$ cat src/rtl/game_state_regs_if.sv
// rtl/game_state_regs_if.sv - load/readback bus between the game FSM and its register file
interface game_state_regs_if;
    logic       Load_S;
    logic       Load_F;
    logic       Load_L;
    logic [9:0] score_to_reg;
    logic [3:0] fruits_to_reg;
    logic [7:0] lives_to_reg;
    logic [9:0] score_from_reg;
    logic [3:0] fruits_from_reg;
    logic [7:0] lives_from_reg;

    modport master (
        output Load_S, Load_F, Load_L, score_to_reg, fruits_to_reg, lives_to_reg,
        input  score_from_reg, fruits_from_reg, lives_from_reg
    );

    modport slave (
        input  Load_S, Load_F, Load_L, score_to_reg, fruits_to_reg, lives_to_reg,
        output score_from_reg, fruits_from_reg, lives_from_reg
    );
endinterface

$ cat src/rtl/game_state_regs.sv
// rtl/game_state_regs.sv - score/fruit/lives registers, round timer and dot counter for the game FSM
// Optional high-score register enabled by defining GAME_HISCORE_EN.
module game_state_regs #(
    parameter int DOT_TOTAL     = 244,
    parameter int TIME_INIT     = 120,
    parameter int TICKS_PER_SEC = 60,
    parameter int DOT_POINTS    = 10
) (
    input  logic               Clk,
    input  logic               Reset,
    input  logic               restart,
    input  logic               pause,
    input  logic               frame_tick,
    input  logic               dot_eaten,
    game_state_regs_if.slave   regs,
    output logic [31:0]        counter,
    output logic [31:0]        dots_left,
    output logic [9:0]         hi_score
);

    localparam logic [31:0] COUNTER_INIT = 32'(TIME_INIT);
    localparam logic [31:0] DOTS_INIT    = 32'(DOT_TOTAL - 1);
    localparam logic [6:0]  PRESC_LAST   = 7'(TICKS_PER_SEC - 1);
    localparam logic [10:0] DOT_ADD      = 11'(DOT_POINTS);

    logic [6:0]  prescaler;
    logic        dot_hit;
    logic        tick_hit;
    logic [9:0]  score_base;
    logic [10:0] score_sum;
    logic [9:0]  score_next;

    assign dot_hit  = dot_eaten & ~pause;
    assign tick_hit = frame_tick & ~pause;

    // Sum one bit wider than the score so overflow saturates instead of wrapping.
    always_comb begin
        score_base = regs.Load_S ? regs.score_to_reg : regs.score_from_reg;
        score_sum  = {1'b0, score_base} + (dot_hit ? DOT_ADD : 11'd0);
        score_next = score_sum[10] ? 10'h3FF : score_sum[9:0];
    end

    always_ff @(posedge Clk or posedge Reset) begin
        if (Reset) begin
            regs.score_from_reg  <= '0;
            regs.fruits_from_reg <= '0;
            regs.lives_from_reg  <= '0;
        end else if (restart) begin
            regs.score_from_reg  <= '0;
            regs.fruits_from_reg <= '0;
            regs.lives_from_reg  <= '0;
        end else begin
            regs.score_from_reg <= score_next;
            if (regs.Load_F) regs.fruits_from_reg <= regs.fruits_to_reg;
            if (regs.Load_L) regs.lives_from_reg  <= regs.lives_to_reg;
        end
    end

    // All-ones is the "every dot eaten" marker and is sticky until restart.
    always_ff @(posedge Clk or posedge Reset) begin
        if (Reset) begin
            dots_left <= DOTS_INIT;
        end else if (restart) begin
            dots_left <= DOTS_INIT;
        end else if (dot_hit && (dots_left != 32'hFFFF_FFFF)) begin
            dots_left <= dots_left - 32'd1;
        end
    end

    always_ff @(posedge Clk or posedge Reset) begin
        if (Reset) begin
            prescaler <= '0;
            counter   <= COUNTER_INIT;
        end else if (restart) begin
            prescaler <= '0;
            counter   <= COUNTER_INIT;
        end else if (tick_hit) begin
            if (prescaler == PRESC_LAST) begin
                prescaler <= '0;
                if (counter != 32'd0) counter <= counter - 32'd1;
            end else begin
                prescaler <= prescaler + 7'd1;
            end
        end
    end

`ifdef GAME_HISCORE_EN
    // Tracks the incoming score value so the best score lands in the same cycle as the write.
    always_ff @(posedge Clk or posedge Reset) begin
        if (Reset) begin
            hi_score <= '0;
        end else if (!restart && (score_next > hi_score)) begin
            hi_score <= score_next;
        end
    end
`else
    assign hi_score = 10'd0;
`endif

endmodule
$ cat src/flat_wrapper.sv
// flat-port wrapper written by rule: the top's interface ports become plain ports
module game_state_regs_flat 
#(
    parameter int DOT_TOTAL     = 244,
    parameter int TIME_INIT     = 120,
    parameter int TICKS_PER_SEC = 60,
    parameter int DOT_POINTS    = 10
)
  (Clk, Reset, restart, pause, frame_tick, dot_eaten, counter, dots_left, hi_score, regs_Load_S, regs_Load_F, regs_Load_L, regs_score_to_reg, regs_fruits_to_reg, regs_lives_to_reg, regs_score_from_reg, regs_fruits_from_reg, regs_lives_from_reg);
  game_state_regs_if regs_i ();
  input  logic Clk;
  input  logic Reset;
  input  logic restart;
  input  logic pause;
  input  logic frame_tick;
  input  logic dot_eaten;
  output logic [31:0] counter;
  output logic [31:0] dots_left;
  output logic [9:0] hi_score;
  input wire logic [$bits(regs_i.Load_S)-1:0] regs_Load_S;
  input wire logic [$bits(regs_i.Load_F)-1:0] regs_Load_F;
  input wire logic [$bits(regs_i.Load_L)-1:0] regs_Load_L;
  input wire logic [$bits(regs_i.score_to_reg)-1:0] regs_score_to_reg;
  input wire logic [$bits(regs_i.fruits_to_reg)-1:0] regs_fruits_to_reg;
  input wire logic [$bits(regs_i.lives_to_reg)-1:0] regs_lives_to_reg;
  output wire logic [$bits(regs_i.score_from_reg)-1:0] regs_score_from_reg;
  output wire logic [$bits(regs_i.fruits_from_reg)-1:0] regs_fruits_from_reg;
  output wire logic [$bits(regs_i.lives_from_reg)-1:0] regs_lives_from_reg;
  assign regs_i.Load_S = regs_Load_S;
  assign regs_i.Load_F = regs_Load_F;
  assign regs_i.Load_L = regs_Load_L;
  assign regs_i.score_to_reg = regs_score_to_reg;
  assign regs_i.fruits_to_reg = regs_fruits_to_reg;
  assign regs_i.lives_to_reg = regs_lives_to_reg;
  assign regs_score_from_reg = regs_i.score_from_reg;
  assign regs_fruits_from_reg = regs_i.fruits_from_reg;
  assign regs_lives_from_reg = regs_i.lives_from_reg;
  game_state_regs #(.DOT_TOTAL(DOT_TOTAL), .TIME_INIT(TIME_INIT), .TICKS_PER_SEC(TICKS_PER_SEC), .DOT_POINTS(DOT_POINTS)) u_core (.Clk(Clk), .Reset(Reset), .restart(restart), .pause(pause), .frame_tick(frame_tick), .dot_eaten(dot_eaten), .regs(regs_i), .counter(counter), .dots_left(dots_left), .hi_score(hi_score));
endmodule
$ cat config.mk
export PLATFORM = sky130hd
export DESIGN_NAME = game_state_regs_flat
export DESIGN_NICKNAME = d
export VERILOG_FILES = /design/src/rtl/game_state_regs_if.sv /design/src/rtl/game_state_regs.sv /design/src/flat_wrapper.sv
export SDC_FILE = /design/constraint.sdc
export NUM_CORES = 1
export LEC_CHECK = 0
export BUFFER_PORTS_ARGS = -buffer_cell sky130_fd_sc_hd__buf_2
export CAP_MARGIN = 10
export CELL_PAD_IN_SITES_DETAIL_PLACEMENT = 0
export CELL_PAD_IN_SITES_GLOBAL_PLACEMENT = 1
export CORE_ASPECT_RATIO = 0.8
export CORE_MARGIN = 4
export CORE_UTILIZATION = 44
export CTS_CLUSTER_DIAMETER = 150
export DETAILED_ROUTE_END_ITERATION = 7
export PLACE_DENSITY = 0.93
export SLEW_MARGIN = 20
export SYNTH_ARGS = -nofsm -noshare
export SYNTH_HDL_FRONTEND = slang
export SYNTH_SLANG_ARGS = --single-unit
$ cat constraint.sdc
create_clock -name Clk -period 7.5 [get_ports Clk]
set_input_delay 1.125 -clock Clk [delete_from_list [all_inputs] [get_ports Clk]]
set_output_delay 1.125 -clock Clk [all_outputs]
set_load 0.05 [all_outputs]
==> flow_metrics.env <==
export IMPL_status="finished clean"
export IMPL_rsz0062_at_grt="no"
export IMPL_seq_power_share=0.474
export IMPL_fmax_mhz=278
export IMPL_ios=127
export IMPL_cts_root_buf="clkbuf_16"
export IMPL_setup_ws_ns=3.91
export IMPL_p_int_mw=0.803
export IMPL_powerDensity_nw_per_um2=181
export IMPL_fill_cells=1015
export IMPL_place_port_buffers=116
export IMPL_min_period_ns=3.59
export IMPL_post_route_period_util=0.479
export IMPL_cts_htree_levels=3
export IMPL_synth_edf_count=0
export IMPL_fin_nets=665
export IMPL_grt_pass1_wl_mm=21.4
export IMPL_insertion_delay_ns=0.34
export IMPL_final_core_util=0.545
export IMPL_hold_viol_final=0
export IMPL_tritoncts="done"
export IMPL_cts_setup_buffers=0
export IMPL_cp_max_fo=85
export IMPL_n_antenna_cell=0
export IMPL_hold_path_class="reg -> reg"
export IMPL_vias=4422
export IMPL_cp_required_ns=7.72
export IMPL_setup_tns_ns=0
export IMPL_drive_above_1_share=0.263
export IMPL_reg2regPathDepth=7
export IMPL_crit_chain="buf_2 > buf_4 > inv_1 > o21ai_2 > nand3_1 > nor4_1 > mux2_1"
export IMPL_critPathArrivalTime_ns=3.81
export IMPL_cts_buffer_depth=2
export IMPL_final_seq_area_um2=2340
export IMPL_synth_seq_cells=93
export IMPL_drc=0
export IMPL_end_kind="flip-flop"
export IMPL_relSlewSlack=0.288
export IMPL_core_um2=11100
export IMPL_ys_seq_area_frac=0.457
export IMPL_overflow=0
export IMPL_syn_area_per_cell_um2=9.83
export IMPL_power_total_mw=1.09
export IMPL_synth_area_um2=5120
export IMPL_drt_pass1_iter_count=5
export IMPL_min_path_cells=2
export IMPL_path_clk_slew_ns=0.07
export IMPL_power_frac_clock=0.419
export IMPL_synthCells=521
export IMPL_finalSetupViolCount=0
export IMPL_die_w_um=129
export IMPL_dp_slack_ns=3.54
export IMPL_post_cts_resize_count=0
export IMPL_grt_max_degree=86
export IMPL_fin_skew_ns=0.0100
export IMPL_synth_main_ff_cell="dfrtp_1"
export IMPL_p_sw_mw=0.291
export IMPL_drv_cap=0
export IMPL_cts_sinks=93
export IMPL_ant_nets=0
export IMPL_row_count=34
export IMPL_peakVddDrop_mv=0.104
export IMPL_worst_pin_slew_ns=1.06
export IMPL_antenna_found_initial=1
export IMPL_p_comb_frac=0.107
export IMPL_dieArea_um2=13400
export IMPL_synth_cell_types=57
export IMPL_syn_to_final_growth_pct=18.2
export IMPL_viasPerCell=5.70
export IMPL_wl_per_cell_um=16.5
export IMPL_yosys_warnings=0
export IMPL_cts_hold_buf=0
export IMPL_multi_input_area_um2=2590
export IMPL_synthArstFlopShare=1.00
export IMPL_switching_share=0.266
export IMPL_startpoint_type="input pin"
export IMPL_grt_pass1_vias=4342
export IMPL_routed_wl_mm=12.8
export IMPL_hpwl_mm=9.08
export IMPL_fp_dieH_um=105
export IMPL_start_util=0.461
export IMPL_p_leak_nw=2.85
export IMPL_place_gp_congestion=0.864
export IMPL_crit_type="in -> reg"
export IMPL_cpMaxStageDelayCell="buf_4"
export IMPL_slew_viol_final=0
export IMPL_gr_usage_all_layers=0.192
export IMPL_numCtsBuffers=9
export IMPL_max_stage_delay_ns=0.66
export IMPL_first_iter_violations=329
## layer usage
layer	GRT usage	part of all wire
met5	0	0.0010
met4	0.0465	0.0090
met3	0.0493	0.070
met2	0.310	0.47
met1	0.260	0.45
## cell usage after synthesis (4+ instances only)
master / count / area, µm²
dfstp_2: 10 / 263
nor4_1: 17 / 106
nor2_1: 58 / 218
mux2i_1: 20 / 200
clkbuf_1: 11 / 41.3
or2_2: 5 / 31.3
inv_1: 12 / 45.0
ha_1: 7 / 87.6
o21ai_1: 4 / 20.0
nand3_1: 11 / 55.1
or3_1: 21 / 131
mux2_2: 4 / 45.0
nor3_1: 20 / 100
nand2_1: 20 / 75.1
o31ai_1: 12 / 90.1
buf_1: 6 / 22.5
xnor2_1: 24 / 210
o21ai_0: 7 / 35.0
or4_1: 19 / 143
mux2_1: 5 / 56.3
nand2b_1: 5 / 31.3
nor2b_1: 9 / 56.3
buf_4: 10 / 75.1
dfrtp_1: 83 / 2080
o41ai_1: 5 / 43.8
nor4b_1: 8 / 70.1
xor2_1: 13 / 114
a21oi_1: 36 / 180
nand4_1: 16 / 100
## cell usage in the layout (no fill, tap or decap), types with 13 or more instances in the layout
cell	Yosys	final
buf_2	3	116
nand4_1	16	16
a21oi_1	36	36
or4_1	19	19
xnor2_1	24	24
nand2_1	20	20
or3_1	21	21
mux2i_1	20	20
dfrtp_1	83	83
nor4_1	17	17
nor2_1	58	58
nor3_1	20	20
xor2_1	13	13
## metrics by stage
stage	hold WS (ns)	area [µm²]	instances
2_1_floorplan	0.512	5160	530
3_3_place_gp	0.502	5760	760
3_5_place_dp	0.509	5760	760
4_1_cts	0.535	6060	776
5_1_grt	0.554	6060	776
6_report	0.532	6060	776
## worst max-delay path: cells and delay by family
family	cells	cell delay, ns
buffers and inverters	3	1.23
and+or+nand+nor	2	0.77
muxes	1	0.36
AOI/OAI and AO/OA	1	0.30
## cell families after synthesis
family | count (synthesis) | synth area share
buffers and inverters | 44 | 0.0432
other | 1 | 0.000732
and+or+nand+nor | 229 | 0.256
adders and majority gates | 7 | 0.0171
DFF | 93 | 0.457
muxes | 30 | 0.0618
xor gates and xnor gates | 37 | 0.0633
AOI/OAI and AO/OA | 80 | 0.101
## worst paths after layout
| path | start | end | slack, ns |
|---|---|---|---|
| hold reg to reg | u_core.regs.lives_from_reg[1]$_DFFE_PP0P_ | u_core.regs.lives_from_reg[1]$_DFFE_PP0P_ | 0.53 |
| max in group asynchronous | Reset | u_core.regs.score_from_reg[5]$_DFF_PP0_ | 5.53 |
| min in group asynchronous | Reset | u_core.dots_left[8]$_DFFE_PP0P_ | 0.72 |
| hold / removal | u_core.regs.lives_from_reg[1]$_DFFE_PP0P_ | u_core.regs.lives_from_reg[1]$_DFFE_PP0P_ | 0.53 |
| setup reg to reg | u_core.counter[0]$_DFFE_PP0P_ | u_core.counter[16]$_DFFE_PP0P_ | 4.25 |
| setup / recovery | restart | u_core.counter[24]$_DFFE_PP0P_ | 3.91 |
## area by class of cell
cell class	instances	share of cell area
Multi-Input combinational cell	393	0.429
Sequential cell	93	0.386
Timing Repair Buffer	118	0.0983
Clock buffer	10	0.0378
Tap cell	144	0.0298
Clock inverter	6	0.0116
Inverter	12	0.00764
## power by group through the flow
| stage | Clock [mW] | Sequential, mW | Combinational, mW |
|---|---|---|---|
| final | 0.458 | 0.519 | 0.117 |
| after global routing | 0.487 | 0.520 | 0.127 |
| after CTS | 0.469 | 0.519 | 0.118 |
| after detailed placement | 0 | 0.528 | 0.118 |
| after global placement | 0 | 0.528 | 0.115 |
| after floorplan | 0 | 0.558 | 0.0612 |
No activity file was read; power rests on OpenSTA's default activity.
